--- src/rtl/fifo_pkg.sv ---
// Shared defaults and pointer-width helper for the synchronous FIFO.
package fifo_pkg;

    localparam int unsigned DEFAULT_DATA_WIDTH = 8;
    localparam int unsigned DEFAULT_DEPTH      = 16;

    // Address bits plus one wrap bit to tell full from empty.
    function automatic int unsigned ptr_width(input int unsigned depth);
        return $clog2(depth) + 1;
    endfunction

endpackage

--- src/rtl/fifo_mem.sv ---
// Simple dual-port register array: synchronous write, unregistered read.
module fifo_mem #(
    parameter int unsigned DATA_WIDTH = 8,
    parameter int unsigned DEPTH      = 16,
    parameter int unsigned ADDR_WIDTH = $clog2(DEPTH)
) (
    input  logic                  i_clk,
    input  logic                  i_we,
    input  logic [ADDR_WIDTH-1:0] i_waddr,
    input  logic [DATA_WIDTH-1:0] i_wdata,
    input  logic [ADDR_WIDTH-1:0] i_raddr,
    output logic [DATA_WIDTH-1:0] o_rdata
);

    logic [DATA_WIDTH-1:0] r_mem [DEPTH];

    always_ff @(posedge i_clk) begin
        if (i_we) begin
            r_mem[i_waddr] <= i_wdata;
        end
    end

    assign o_rdata = r_mem[i_raddr];

endmodule

--- src/rtl/sync_fifo.sv ---
// Single-clock FIFO with registered read data and full/empty flags.
module sync_fifo
    import fifo_pkg::*;
#(
    parameter int unsigned DATA_WIDTH = DEFAULT_DATA_WIDTH,
    parameter int unsigned DEPTH      = DEFAULT_DEPTH
) (
    input  logic                  clk,
    input  logic                  reset,
    input  logic                  write_enable,
    input  logic                  read_enable,
    input  logic [DATA_WIDTH-1:0] din,
    output logic [DATA_WIDTH-1:0] dout,
    output logic                  full,
    output logic                  empty
);

    localparam int unsigned PTR_W  = ptr_width(DEPTH);
    localparam int unsigned ADDR_W = PTR_W - 1;

    logic [PTR_W-1:0]      r_wptr, r_rptr;
    logic [PTR_W-1:0]      w_wptr_next, w_rptr_next;
    logic [DATA_WIDTH-1:0] r_dout, w_dout_next;
    logic [DATA_WIDTH-1:0] w_mem_rdata;
    logic                  w_full, w_empty;
    logic                  w_wr_accept, w_rd_accept;

    assign w_empty = (r_wptr == r_rptr);
    assign w_full  = (r_wptr[ADDR_W-1:0] == r_rptr[ADDR_W-1:0])
                  && (r_wptr[PTR_W-1] != r_rptr[PTR_W-1]);

    // A read frees the slot being written when full, so the write may proceed.
    assign w_wr_accept = write_enable && (!w_full || read_enable);
    assign w_rd_accept = read_enable && !w_empty;

    fifo_mem #(
        .DATA_WIDTH (DATA_WIDTH),
        .DEPTH      (DEPTH),
        .ADDR_WIDTH (ADDR_W)
    ) u_mem (
        .i_clk   (clk),
        .i_we    (w_wr_accept),
        .i_waddr (r_wptr[ADDR_W-1:0]),
        .i_wdata (din),
        .i_raddr (r_rptr[ADDR_W-1:0]),
        .o_rdata (w_mem_rdata)
    );

    always_comb begin
        w_wptr_next = r_wptr;
        w_rptr_next = r_rptr;
        w_dout_next = r_dout;
        if (w_wr_accept) begin
            w_wptr_next = r_wptr + PTR_W'(1);
        end
        if (w_rd_accept) begin
            w_rptr_next = r_rptr + PTR_W'(1);
            w_dout_next = w_mem_rdata;
        end
    end

    always_ff @(posedge clk or negedge reset) begin
        if (!reset) begin
            r_wptr <= '0;
            r_rptr <= '0;
            r_dout <= '0;
        end else begin
            r_wptr <= w_wptr_next;
            r_rptr <= w_rptr_next;
            r_dout <= w_dout_next;
        end
    end

    assign dout  = r_dout;
    assign full  = w_full;
    assign empty = w_empty;

endmodule

--- config.mk ---
export PLATFORM = sky130hd
export DESIGN_NAME = sync_fifo
export DESIGN_NICKNAME = d
export VERILOG_FILES = /design/src/rtl/fifo_pkg.sv /design/src/rtl/fifo_mem.sv /design/src/rtl/sync_fifo.sv
export SDC_FILE = /design/constraint.sdc
export NUM_CORES = 1
export LEC_CHECK = 0
export CORE_MARGIN = 2
export CORE_UTILIZATION = 40
export DETAILED_ROUTE_END_ITERATION = 12
export PLACE_DENSITY = 0.62
export SLEW_MARGIN = 0
export SYNTH_ARGS = -nofsm -noshare
export SYNTH_HDL_FRONTEND = slang
export SYNTH_HIERARCHICAL = 1
export SYNTH_SLANG_ARGS = --single-unit
--- constraint.sdc ---
create_clock -name clk -period 3 [get_ports clk]
set_input_delay 0.45 -clock clk [delete_from_list [all_inputs] [get_ports clk]]
set_output_delay 0.45 -clock clk [all_outputs]
set_load 0.1 [all_outputs]
==> impl_metrics.tcl <==
set metrics [dict create \
    status "complete, no violations" \
    power_mw 6.970 \
    ant_nets 0 \
    die_x_microns 125.0 \
    clkPwrFrac_pct 26.2 \
    cts-root-buf "clkbuf_16" \
    wire_per_inst_microns 20.94 \
    crit_type "reg2out" \
    slowest_stage "dfrtp_1" \
    rows 44 \
    hpwl_mm 7.298 \
    numCtsBuffers 17 \
    design.core.area_sq_um 14420 \
    drc 0 \
    p_leak_nw 2.396 \
    die_height_microns 125.0 \
    finalWirelength_mm 11.10 \
    wl_met2_mm 5.536 \
    finalHoldViolations 0 \
    power-per-cell-area_nw_per_um2 1010 \
    cts.repair.resized 0 \
    final_nets 348 \
    worst_pin_slew_ns 0.8892 \
    die_area_sq_um 15630 \
    max_stage_delay_ns 0.47 \
    synth_cell_type_count 31 \
    syn_to_final_growth_pct 17.79 \
    grt_max_degree 36 \
    cts.clk_slew.worst_paths_ns 0.05 \
    sw_frac_of_total_pct 33.31 \
    cp.required_ns 2.55 \
    finalSetupViolations 0 \
    rsz0062_at_grt "false" \
    hold_class "reg2reg" \
    clockBufferDepth 2 \
    wl_met3_microns 501 \
    p_switching_mw 2.321 \
    cts_tree "done" \
    irDropWorstVdd_uv 608.3 \
    grt_antenna_before_repair 0 \
    top_layer_used "met4" \
    fillers 1175 \
    fin_crit_sh_pct 78.12 \
    portBuffers 21 \
    grt_pass1_vias 3016 \
    dr.first_iter.drc_count 183 \
    vias_per_cell 5.304 \
    post_cts_buffers 0 \
    multi_input_area_sq_um 1471 \
    skew_ns 0.004935 \
    n_antenna_cell 0 \
    crit_chain "xnor2_1 > nand4_2 > or2_4 > inv_1 > buf_12" \
    pwr-share-seq_pct 38.6 \
    yosysWarningCount 6 \
    cts_hold_buf 0 \
    grt_first_pass_wirelength_mm 17.46 \
    fmax_mhz 426.7 \
    utilization_pct 47.85 \
    start_kind "flip-flop" \
    grt-ovfl-total 0 \
    synth_area_sq_um 5859 \
    ys_ff_latch 146 \
    ys_seq_area_share_pct 73.29 \
    first_pass_iters 6 \
    synthCells 282 \
    gp_congestion 0.7391 \
    seq_area_sq_um 4295 \
    met1_length_mm 4.919 \
    worst-path-max-fanout 8 \
    cts.htree.levels 4 \
    initial_core_util_pct 40.62 \
    grt.total_usage_pct 15.26 \
    cap_violations 0 \
    maxSlewViolCount 0 \
    drive_gt1_share_pct 25.43 \
    critical_path_arrival_ns 1.89 \
    post-route-min-period_ns 2.344 \
    power.share.combinational_pct 35.1 \
    p_int_mw 4.648 \
    fin_setup_tns_ns 0 \
    vias 2811 \
    worstSetupEndpointType "output pin" \
    cts.sink_count 146 \
    synthesis.nets 296 \
    max-slew-margin-rel_pct 40.53 \
    top_level_ports 22 \
    worstSkewPairLatency_ns 0.41 \
    postSynthAreaPerCell_sq_um 20.78 \
]
-- worst paths after layout --
check / startpoint / to / slack [ns] / depth (start not counted)
max in group asynchronous: reset / r_rptr[0]$_DFFE_PN0P_ / 1.85 / 1
setup reg to reg: r_rptr[4]$_DFFE_PN0P_ / u_mem/r_mem[5][7]$_DFFE_PP_ / 0.72 / 5
hold reg to reg: dout[2]$_DFFE_PN0P_ / dout[2]$_DFFE_PN0P_ / 0.51 / 1
min in group asynchronous: reset / r_rptr[4]$_DFFE_PN0P_ / 0.54 / 1
hold / removal: dout[2]$_DFFE_PN0P_ / dout[2]$_DFFE_PN0P_ / 0.51 / 1
setup / recovery: r_rptr[2]$_DFFE_PN0P_ / empty / 0.66 / 5
-- synthesized netlist by cell type --
cell type          n  area share [%]
o311ai_0           1            0.15
clkdlybuf4s25_2    3            0.51
inv_1              2            0.13
a22oi_1           16             2.1
o31ai_4            1            0.36
mux2_4             9             2.3
and2_1             2            0.21
or2_4              1            0.15
ha_1               2            0.43
nor2b_1            1            0.11
nand4_2            1            0.21
nand4_1            2            0.21
buf_6              3            0.58
mux4_2            18             6.9
buf_2              3            0.26
nand3b_1           2            0.26
nand2_1            9            0.58
xor2_1             4            0.60
nand3_1            4            0.34
buf_4              1            0.13
nand2_8            1            0.34
nor2_1            17             1.1
dfrtp_1           18             7.7
or3b_2             1            0.15
mux2_2             1            0.19
edfxtp_1         128              66
and2b_1            1            0.13
nand2b_1           2            0.21
mux4_1            14             6.3
xnor2_1           10             1.5
nor3_1             4            0.34
-- critical path, delay by kind of cell, from the launching register on --
family / cells / cell delay (ns)
and+or+nand+nor: 2 / 0.49
buffers and inverters: 2 / 0.31
DFF: 1 / 0.47
xor gates and xnor gates: 1 / 0.21
-- cell usage in the layout (no fill, tap or decap), types with 2 or more instances in the layout --
master,Yosys,layout
a22oi_1,16,16
and2_1,2,2
buf_12,0,3
buf_4,1,29
clkbuf_1,0,4
clkbuf_16,0,17
clkdlybuf4s50_1,0,11
clkinv_1,0,5
clkinv_2,0,4
dfrtp_1,18,17
edfxtp_1,128,128
ha_1,2,2
inv_1,2,2
mux2_4,9,9
mux4_1,14,14
mux4_2,18,18
nand2_1,9,9
nand2b_1,2,2
nand3_1,4,4
nand3b_1,2,2
nand4_1,2,2
nor2_1,17,17
nor3_1,4,4
xnor2_1,10,10
xor2_1,4,4
-- logic make-up (layout without fill, tap and decap cells) --
kind of cell	Yosys count	in the layout	synth area share [%]
and+or+nand+nor	48	48	4.335
adders and majority gates	2	2	0.4270
AOI/OAI and AO/OA	18	18	2.563
buffers and inverters	12	76	1.602
xor gates and xnor gates	14	14	2.093
muxes	42	42	15.70
DFF	146	146	73.29
-- state kept, by name (all words and copies together), names as in the netlist --
| register | flops |
|---|---|
| r_wptr | 5 |
| u_mem/r_mem | 128 |
| r_rptr | 5 |
| dout | 8 |
-- power by group through the flow --
| stage | registers, mW | clock network [mW] | logic (mW) |
|---|---|---|---|
| after floorplan | 3.12 | 0 | 1.45 |
| after global placement | 2.72 | 0 | 2.47 |
| after detailed placement | 2.73 | 0 | 2.49 |
| after CTS | 2.70 | 1.86 | 2.49 |
| after global routing | 2.73 | 1.96 | 2.62 |
| final | 2.69 | 1.83 | 2.45 |
-- final cells by class --
| cell class | instances | area share, % |
|---|---|---|
| Multi-Input combinational cell | 124 | 21.32 |
| Sequential cell | 146 | 62.24 |
| Clock inverter | 10 | 0.9971 |
| Inverter | 2 | 0.1088 |
| Clock buffer | 21 | 6.381 |
| Timing Repair Buffer | 43 | 5.620 |
| Tap cell | 184 | 3.336 |
-- per-stage QoR --
stage	hold WS [ns]	std cells	setup WS (ns)	cell area, sq um
2_1_floorplan	0.1544	282	0.4520	5859
3_5_place_dp	0.5037	499	0.5362	6392
5_1_grt	0.5379	530	0.5014	6902
3_3_place_gp	0.4986	499	0.5977	6392
6_report	0.5088	530	0.6563	6902
4_1_cts	0.5157	530	0.6239	6902
-- layer usage --
| layer | vias up | GRT usage (%) |
|---|---|---|
| li1 | 1264 | - |
| met1 | 1465 | 19.36 |
| met2 | 69 | 25.00 |
| met3 | 13 | 4.750 |
| met4 | 0 | 5.425 |
| met5 | - | 0 |
Power figures use the tool's default switching activity.
